--- src/rtl/fetch_sequencer_pkg.sv ---
// Shared types and constants for the instruction fetch sequencer.
`ifndef WORD
`define WORD 64
`endif

package fetch_pkg;

  // Every instruction is one 32-bit word; sequential fetch advances by this.
  localparam int unsigned INSTR_BYTES = 4;

  // Address of the first fetch after reset unless the instance overrides it.
  localparam logic [`WORD-1:0] DEFAULT_RESET_PC = '0;

  // IDLE: waiting for start, REQ: request outstanding to instruction memory,
  // HOLD: instruction offered to decode, HALTED: stopped until reset.
  typedef enum logic [1:0] {
    ST_IDLE   = 2'd0,
    ST_REQ    = 2'd1,
    ST_HOLD   = 2'd2,
    ST_HALTED = 2'd3
  } fetch_state_e;

endpackage

--- src/rtl/fetch_sequencer_pc_next.sv ---
// Next-PC selection: sequential PC+4 or a word-aligned branch target.
`ifndef WORD
`define WORD 64
`endif

module pc_next
  import fetch_pkg::*;
#(
  parameter int WORD = `WORD
) (
  input  logic [WORD-1:0] pc,
  input  logic            redirect,
  input  logic [WORD-1:0] br_target,
  output logic [WORD-1:0] pc_nxt
);

  // Clears the low address bits so a redirect always lands on an instruction.
  localparam logic [WORD-1:0] ALIGN_MASK = ~WORD'(INSTR_BYTES - 1);

  // Redirect wins; otherwise step one instruction (wraps naturally at 2^WORD).
  always_comb begin
    if (redirect) begin
      pc_nxt = br_target & ALIGN_MASK;
    end else begin
      pc_nxt = pc + WORD'(INSTR_BYTES);
    end
  end

endmodule

--- src/rtl/fetch_sequencer.sv ---
// Instruction fetch sequencer: issues one memory request at a time, buffers
// the returned instruction for decode, and handles branch redirects and halt.
`ifndef WORD
`define WORD 64
`endif

module fetch_sequencer
  import fetch_pkg::*;
#(
  parameter int              WORD     = `WORD,
  parameter logic [WORD-1:0] RESET_PC = WORD'(DEFAULT_RESET_PC)
) (
  input  logic            clk,
  input  logic            reset,
  input  logic            start,
  input  logic            halt,
  input  logic            br_taken,
  input  logic [WORD-1:0] br_target,
  output logic            imem_req,
  output logic [WORD-1:0] imem_addr,
  input  logic            imem_ack,
  input  logic [31:0]     imem_rdata,
  output logic            if_valid,
  output logic [31:0]     if_instr,
  output logic [WORD-1:0] if_pc,
  input  logic            if_ready,
  output logic            busy
);

  fetch_state_e    state_q, state_d;
  logic [WORD-1:0] pc_q, pc_d;
  logic            halt_pending_q, halt_pending_d;
  logic [31:0]     if_instr_q, if_instr_d;
  logic [WORD-1:0] if_pc_q, if_pc_d;
  logic [WORD-1:0] pc_nxt;

  // The next-PC mux only matters when the FSM commits it, so it can steer
  // straight off br_taken without looking at the state.
  pc_next #(
    .WORD (WORD)
  ) u_pc_next (
    .pc        (pc_q),
    .redirect  (br_taken),
    .br_target (br_target),
    .pc_nxt    (pc_nxt)
  );

  // State and datapath registers; reset clears everything asynchronously.
  always_ff @(posedge clk or negedge reset) begin
    if (!reset) begin
      state_q        <= ST_IDLE;
      pc_q           <= RESET_PC;
      halt_pending_q <= 1'b0;
      if_instr_q     <= '0;
      if_pc_q        <= '0;
    end else begin
      state_q        <= state_d;
      pc_q           <= pc_d;
      halt_pending_q <= halt_pending_d;
      if_instr_q     <= if_instr_d;
      if_pc_q        <= if_pc_d;
    end
  end

  // Next state and Moore outputs; branch beats the halt transition beats ack.
  always_comb begin
    state_d        = state_q;
    pc_d           = pc_q;
    halt_pending_d = halt_pending_q;
    if_instr_d     = if_instr_q;
    if_pc_d        = if_pc_q;
    imem_req       = 1'b0;
    if_valid       = 1'b0;
    busy           = 1'b0;
    case (state_q)
      ST_IDLE: begin
        if (start) begin
          state_d = ST_REQ;
        end
      end
      ST_REQ: begin
        imem_req       = 1'b1;
        busy           = 1'b1;
        halt_pending_d = halt_pending_q | halt;
        if (br_taken) begin
          // Any ack arriving now belongs to the abandoned path and is dropped.
          pc_d = pc_nxt;
        end else if (imem_ack) begin
          if_instr_d = imem_rdata;
          if_pc_d    = pc_q;
          pc_d       = pc_nxt;
          state_d    = ST_HOLD;
        end
      end
      ST_HOLD: begin
        if_valid       = 1'b1;
        busy           = 1'b1;
        halt_pending_d = halt_pending_q | halt;
        if (br_taken) begin
          // A handshake in this cycle still consumes the held instruction.
          pc_d    = pc_nxt;
          state_d = ST_REQ;
        end else if (if_ready) begin
          state_d = halt_pending_d ? ST_HALTED : ST_REQ;
        end
      end
      ST_HALTED: begin
      end
      default: begin
        state_d = ST_IDLE;
      end
    endcase
  end

  assign imem_addr = pc_q;
  assign if_instr  = if_instr_q;
  assign if_pc     = if_pc_q;

endmodule

--- config.mk ---
export PLATFORM = sky130hd
export DESIGN_NAME = fetch_sequencer
export DESIGN_NICKNAME = d
export VERILOG_FILES = /design/src/rtl/fetch_sequencer_pkg.sv /design/src/rtl/fetch_sequencer_pc_next.sv /design/src/rtl/fetch_sequencer.sv
export SDC_FILE = /design/constraint.sdc
export NUM_CORES = 1
export LEC_CHECK = 0
export ABC_AREA = 0
export BUFFER_PORTS_ARGS = -buffer_cell sky130_fd_sc_hd__buf_4
export CAP_MARGIN = 40
export CORE_MARGIN = 4
export CORE_UTILIZATION = 55
export DETAILED_ROUTE_END_ITERATION = 10
export PLACE_DENSITY = 0.95
export SLEW_MARGIN = 20
export SYNTH_ARGS = -nofsm -noshare
export SYNTH_HDL_FRONTEND = slang
export SYNTH_HIERARCHICAL = 1
export SYNTH_SLANG_ARGS = --single-unit
--- constraint.sdc ---
create_clock -name clk -period 4.4 [get_ports clk]
set_input_delay 0.44 -clock clk [delete_from_list [all_inputs] [get_ports clk]]
set_output_delay 0.44 -clock clk [all_outputs]
set_load 0.01 [all_outputs]
; ---- After elaboration in Yosys (flattened, before gate mapping)
; Cells that the tools add are included.
[classes]
add_sub_neg = 1
mul = 0
n_div = 0
magnitude_cmp = 0
eq_ne = 8
shift = 0
n_mux = 15
bitwise = 2
reduce_logical = 7
[ops]
columns = operator, count
row1 = two-way mux 64 bit, 4
row2 = one-hot mux 64 bit (2 select lines), 1
row3 = "adder 64 x 3 -> 64 bit, second input constant", 1
row4 = two-way mux 2 bit, 6
row5 = "inequality test 2 bit, second input constant", 4
row6 = "inequality test 3 bit, second input constant", 2
row7 = one-hot mux 2 bit (3 select lines), 1
row8 = AND reduction 3 bit, 2
row9 = AND reduction 5 bit, 1
row10 = two-way mux 1 bit, 3
row11 = nonzero test 3 bit, 1
row12 = "equality test 2 x 1 -> 1 bit, second input constant", 1
row13 = "equality test 2 bit, second input constant", 1
row14 = logical NOT 2 bit, 1
row15 = nonzero test 2 bit, 1
row16 = OR reduction 2 bit, 1
row17 = NOT 1 bit, 1
row18 = OR 1 bit, 1
[word_totals]
reg_bits = 163
latchBits = 0
ram_bits = 0
mem_bits_ro = 0
in_bits = 103
output_inout_bits = 163
elab_cells = 38
n_memories = 0

; ---- Depth between registers and ports, before layout
[depth]
depth_word = 5
depth_mapped = 9
mapped_depth_nobuf = 8

; ---- Modules after synthesis
; Netlist, hierarchy kept.
[modules_own_cells]
columns = module, n_inst, cells_each, area_each_um2, seq_area_each_um2
row1 = fetch_sequencer, 1, 361, 6231.0, 4078.9
row2 = pc_next, 1, 324, 1934.4, 0.0

; ---- Least setup slack after synthesis
; Ideal clock, no wire load.
[synth_timing]
path_kind = reg-to-reg
startpoint = reg pc_q[2], in the netlist imem_addr[2]
endpoint = reg pc_q[60], in the netlist imem_addr[60]
setup_time_ns = 0.125
t_arrival_ns = 2.129
t_required_ns = 4.275
setup_slack_ns = 2.146
path_stages_with_launch = 9
period_less_slack_ns = 2.254
path_cell_list = dfrtp_1 -> ha_1 -> and4_1 -> and2_1 -> nand3_4 -> nor4_1 -> xor2_1 -> mux2_2 -> mux2_2
[synth_between]
elab_chain_cells = 5
word_cells_on_any_way = 6
classes_between = add/sub (1) / mux (5)
[synth_lines]
columns = element, line_no
row1 = "start, declared", fetch_sequencer.sv:31  ; logic [WORD-1:0] pc_q, pc_d;
row2 = "start signal, assigned", fetch_sequencer.sv:58  ; pc_q <= pc_d;
row3 = adder 64 x 3 -> 64 bit *, fetch_sequencer_pc_next.sv:25  ; pc_nxt = pc + WORD'(INSTR_BYTES);
row4 = two-way mux 64 bit *, fetch_sequencer_pc_next.sv:22  ; if (redirect) begin
row5 = two-way mux 64 bit, fetch_sequencer.sv:88  ; end else if (imem_ack) begin
row6 = two-way mux 64 bit, fetch_sequencer.sv:85  ; if (br_taken) begin
row7 = one-hot mux 64 bit (2 select lines) *, fetch_sequencer.sv:75  ; case (state_q)
row8 = via pc_d[60], fetch_sequencer.sv:31
; The timed path passes the listed nets; every way through them passes the cells marked *. The select of a mux whose other input is x is not followed.
; A chain may end at the register's enable or synchronous reset.

; ---- Worst setup path in the final report
; Ends and elaborated chain as after synthesis.

==> flow_metrics.tcl <==
set metrics [dict create \
    grt_pass1_vias 6563 \
    core-area_um2 14500 \
    critPathBufInv 0 \
    die_y_um 130 \
    drv_cap 0 \
    die_area_um2 16900 \
    crit_slowest_cell "dfrtp_1" \
    antenna_cells 0 \
    nFillCells 943 \
    drt_pass1_iterations 6 \
    startpoint "imem_addr[2]" \
    drv_slew 0 \
    detail_route.wl_per_cell_um 19.1 \
    ir_worst_vdd_mv 0.389 \
    die_w_um 130 \
    clkTransAtPathRegs_ns 0.06 \
    rsz0062_at_grt "false" \
    fin_hold_ws_ns -0.00506 \
    num_vias 6391 \
    crit_end "imem_addr[60]" \
    start_kind "register" \
    critPathTopFamily "simple AND/OR/NAND/NOR gates" \
    seqCellArea_um2 4080 \
    cts_tree "built" \
    p_total_w 0.00798 \
    tns_ns 0 \
    synth_area_leaders "dfrtp_1 50%, mux2_2 22%, xnor2_1 3.9%, nand2_1 3.4%, xor2_1 2.6%" \
    start_util_pct 56.2 \
    rr_startpoint "imem_addr[2]" \
    synth_edf_count 0 \
    clk_path_buf_depth 2 \
    drive_gt1_share_pct 51.0 \
    port_buffers 263 \
    period_needed_ns 2.69 \
    cpMostUsedCell "mux2_2" \
    cts_root_buf "clkbuf_16" \
    cts.repair.resized 0 \
    r2r-end "imem_addr[60]" \
    synth_top_area_cell "dfrtp_1" \
    slew_headroom_pct 56.6 \
    multi_input_area_um2 3850 \
    tightest_slew_ns 0.651 \
    ys_seq_area_share_pct 50.0 \
    fmax_mhz 372 \
    finalSetupViolations 0 \
    final_nets 1050 \
    cpPeakStageDelay_ns 0.43 \
    num_rows 44 \
    yosysMostFrequentCell "dfrtp_1" \
    pin_count 266 \
    cts_sinks 163 \
    placed_cells 1107 \
    synthTopCellsByCount "163 x dfrtp_1, 159 x mux2_2, 75 x nand2_1" \
    period_share_pct 61.0 \
    p_per_area_nw_per_um2 734 \
    cts_buffers 17 \
    cts_hold_buffers 0 \
    vias_per_cell 5.61 \
    holdCritPathClass "in -> async" \
    path_class "reg -> reg" \
    drc 0 \
    ys_types 41 \
    drt-total-wl_um 21800 \
    syn-cell-area_um2 8170 \
    syn_avg_cell_area_um2 11.9 \
    synth_ff_type "dfrtp_1" \
    grt_remaining_overflow 0 \
    crit_chain "ha_1 -> and4_1 -> and2_1 -> nand3_4 -> nor4_1 -> xor2_1 -> mux2_2 -> mux2_2" \
    violations "hold timing" \
    leakage_nw 5.01 \
    grt_pass1_wl_um 33800 \
    r2r_slack_ns 1.71 \
    async_flop_share_pct 100 \
    grt_usage_pct 25.6 \
    final-hold-violation-count 3 \
    clk_latency_ns 0.42 \
    cp_max_fo 18 \
    final_cells 1139 \
    reg2reg_depth 8 \
    arrival_ns 2.98 \
    cp.depth 8 \
    netlist_instances 685 \
    antenna_found_initial 1 \
    gp_congestion 0.788 \
    hpwl_um 15300 \
    final_core_util_pct 74.7 \
    grt_max_degree 70 \
    synth_top_area_share_pct 50.0 \
    htree_levels 4 \
    area_growth_pct 33.0 \
    end_kind "register" \
    ant_nets 0 \
    ys_ff_latch 163 \
    fin_worst_skew_ns 0.00743 \
    postCtsSetupBuffers 0 \
    run_status "complete, but fails checks" \
    ys.warnings.count 6 \
    drt_iter0_markers 384 \
    synthesis.nets 793 \
    critical_path_required_ns 4.70 \
]
area by class of cell:
class	instances	area share (%)
Clock buffer	21	4.33
Clock inverter	11	1.37
Inverter	12	0.415
Multi-Input combinational cell	479	35.5
Sequential cell	163	37.5
Tap cell	184	2.12
Timing Repair Buffer	269	18.7
routing by layer:
metal  part of all wire [%]  vias to the layer above  GRT usage, %
met5                  0.032                        -             0
met4                    2.9                        2          10.9
met3                    6.1                       50          5.61
met2                     53                      237          45.6
met1                     38                     3170          29.9
li1                       -                     2932             -
registers in the layout, indices dropped and copies added (netlist names):
| signal | count |
|---|---|
| if_instr | 32 |
| imem_addr | 64 |
| if_pc | 64 |
| state_q | 2 |
| halt_pending_q | 1 |
per-stage QoR:
step | area (um2) | setup slack, ns | hold slack [ns]
2_1_floorplan | 8170 | 2.15 | 0.144
3_5_place_dp | 10200 | 1.79 | 0.452
6_report | 10900 | 1.71 | -0.00506
3_3_place_gp | 10200 | 1.82 | 0.439
5_1_grt | 10900 | 1.54 | 0.0223
4_1_cts | 10900 | 1.74 | 0.0101
power breakdown:
| part | leakage [nW] | switching, W | internal, W |
|---|---|---|---|
| clock network | 0.296 | 0.000611 | 0.000943 |
| logic | 2.72 | 0.00143 | 0.00199 |
| registers | 1.99 | 0.000780 | 0.00222 |
kinds of logic after synthesis:
kind of cell,after synthesis,share of synthesized area (%)
AND/OR/NAND/NOR,185,12.2
multiplexers,171,24.0
flip-flops,163,50.0
XOR/XNOR,60,6.44
AO/OA/AOI/OAI,58,3.83
buffers and inverters,43,2.85
adder cells (fa/ha/maj),5,0.766
worst reg2reg max path: stages, from the launching register on:
cell and delay, ns:
dfrtp_1 0.43, ha_1 0.23, and4_1 0.31, and2_1 0.24
nand3_4 0.27, nor4_1 0.43, xor2_1 0.11, mux2_2 0.28
mux2_2 0.27
placed cells by master, fill, tap and decap left out, types with 2 or more instances in the layout:
master	synthesis	layout
inv_1	12	12
buf_4	5	267
bufinv_16	0	3
clkbuf_16	0	17
xnor2_1	36	36
mux2i_1	2	2
o21ai_1	31	31
nand3_2	3	3
mux2_4	10	10
and4_1	5	5
nor3_1	17	17
xor2_1	24	24
o21ai_0	23	23
nand3_1	19	19
inv_6	0	3
nor3_2	3	3
clkbuf_8	0	3
clkinvlp_4	0	3
and3_1	5	5
nor4_2	4	4
nor4_1	5	5
ha_1	5	5
dfrtp_1	163	163
clkinv_2	0	2
nand2_1	75	75
mux2_2	159	159
nand4_1	16	16
nor2b_1	2	2
nor2_1	20	20
worst min-delay path by stage:
| stage | startpoint | endpoint | slack, ns | cells after the start |
|---|---|---|---|---|
| 3_5_place_dp | halt_pending_q | halt_pending_q | 0.45 | 1 |
| 5_1_grt | reset | if_pc[39] | 0.02 | 1 |
| 3_3_place_gp | halt_pending_q | halt_pending_q | 0.44 | 1 |
| 6_report | reset | if_pc[49] | -0.005 | 1 |
| 2_1_floorplan | reset | halt_pending_q | 0.14 | 0 |
| 4_1_cts | reset | if_pc[39] | 0.01 | 1 |
Note: power is estimated with default switching activity, not from simulation.
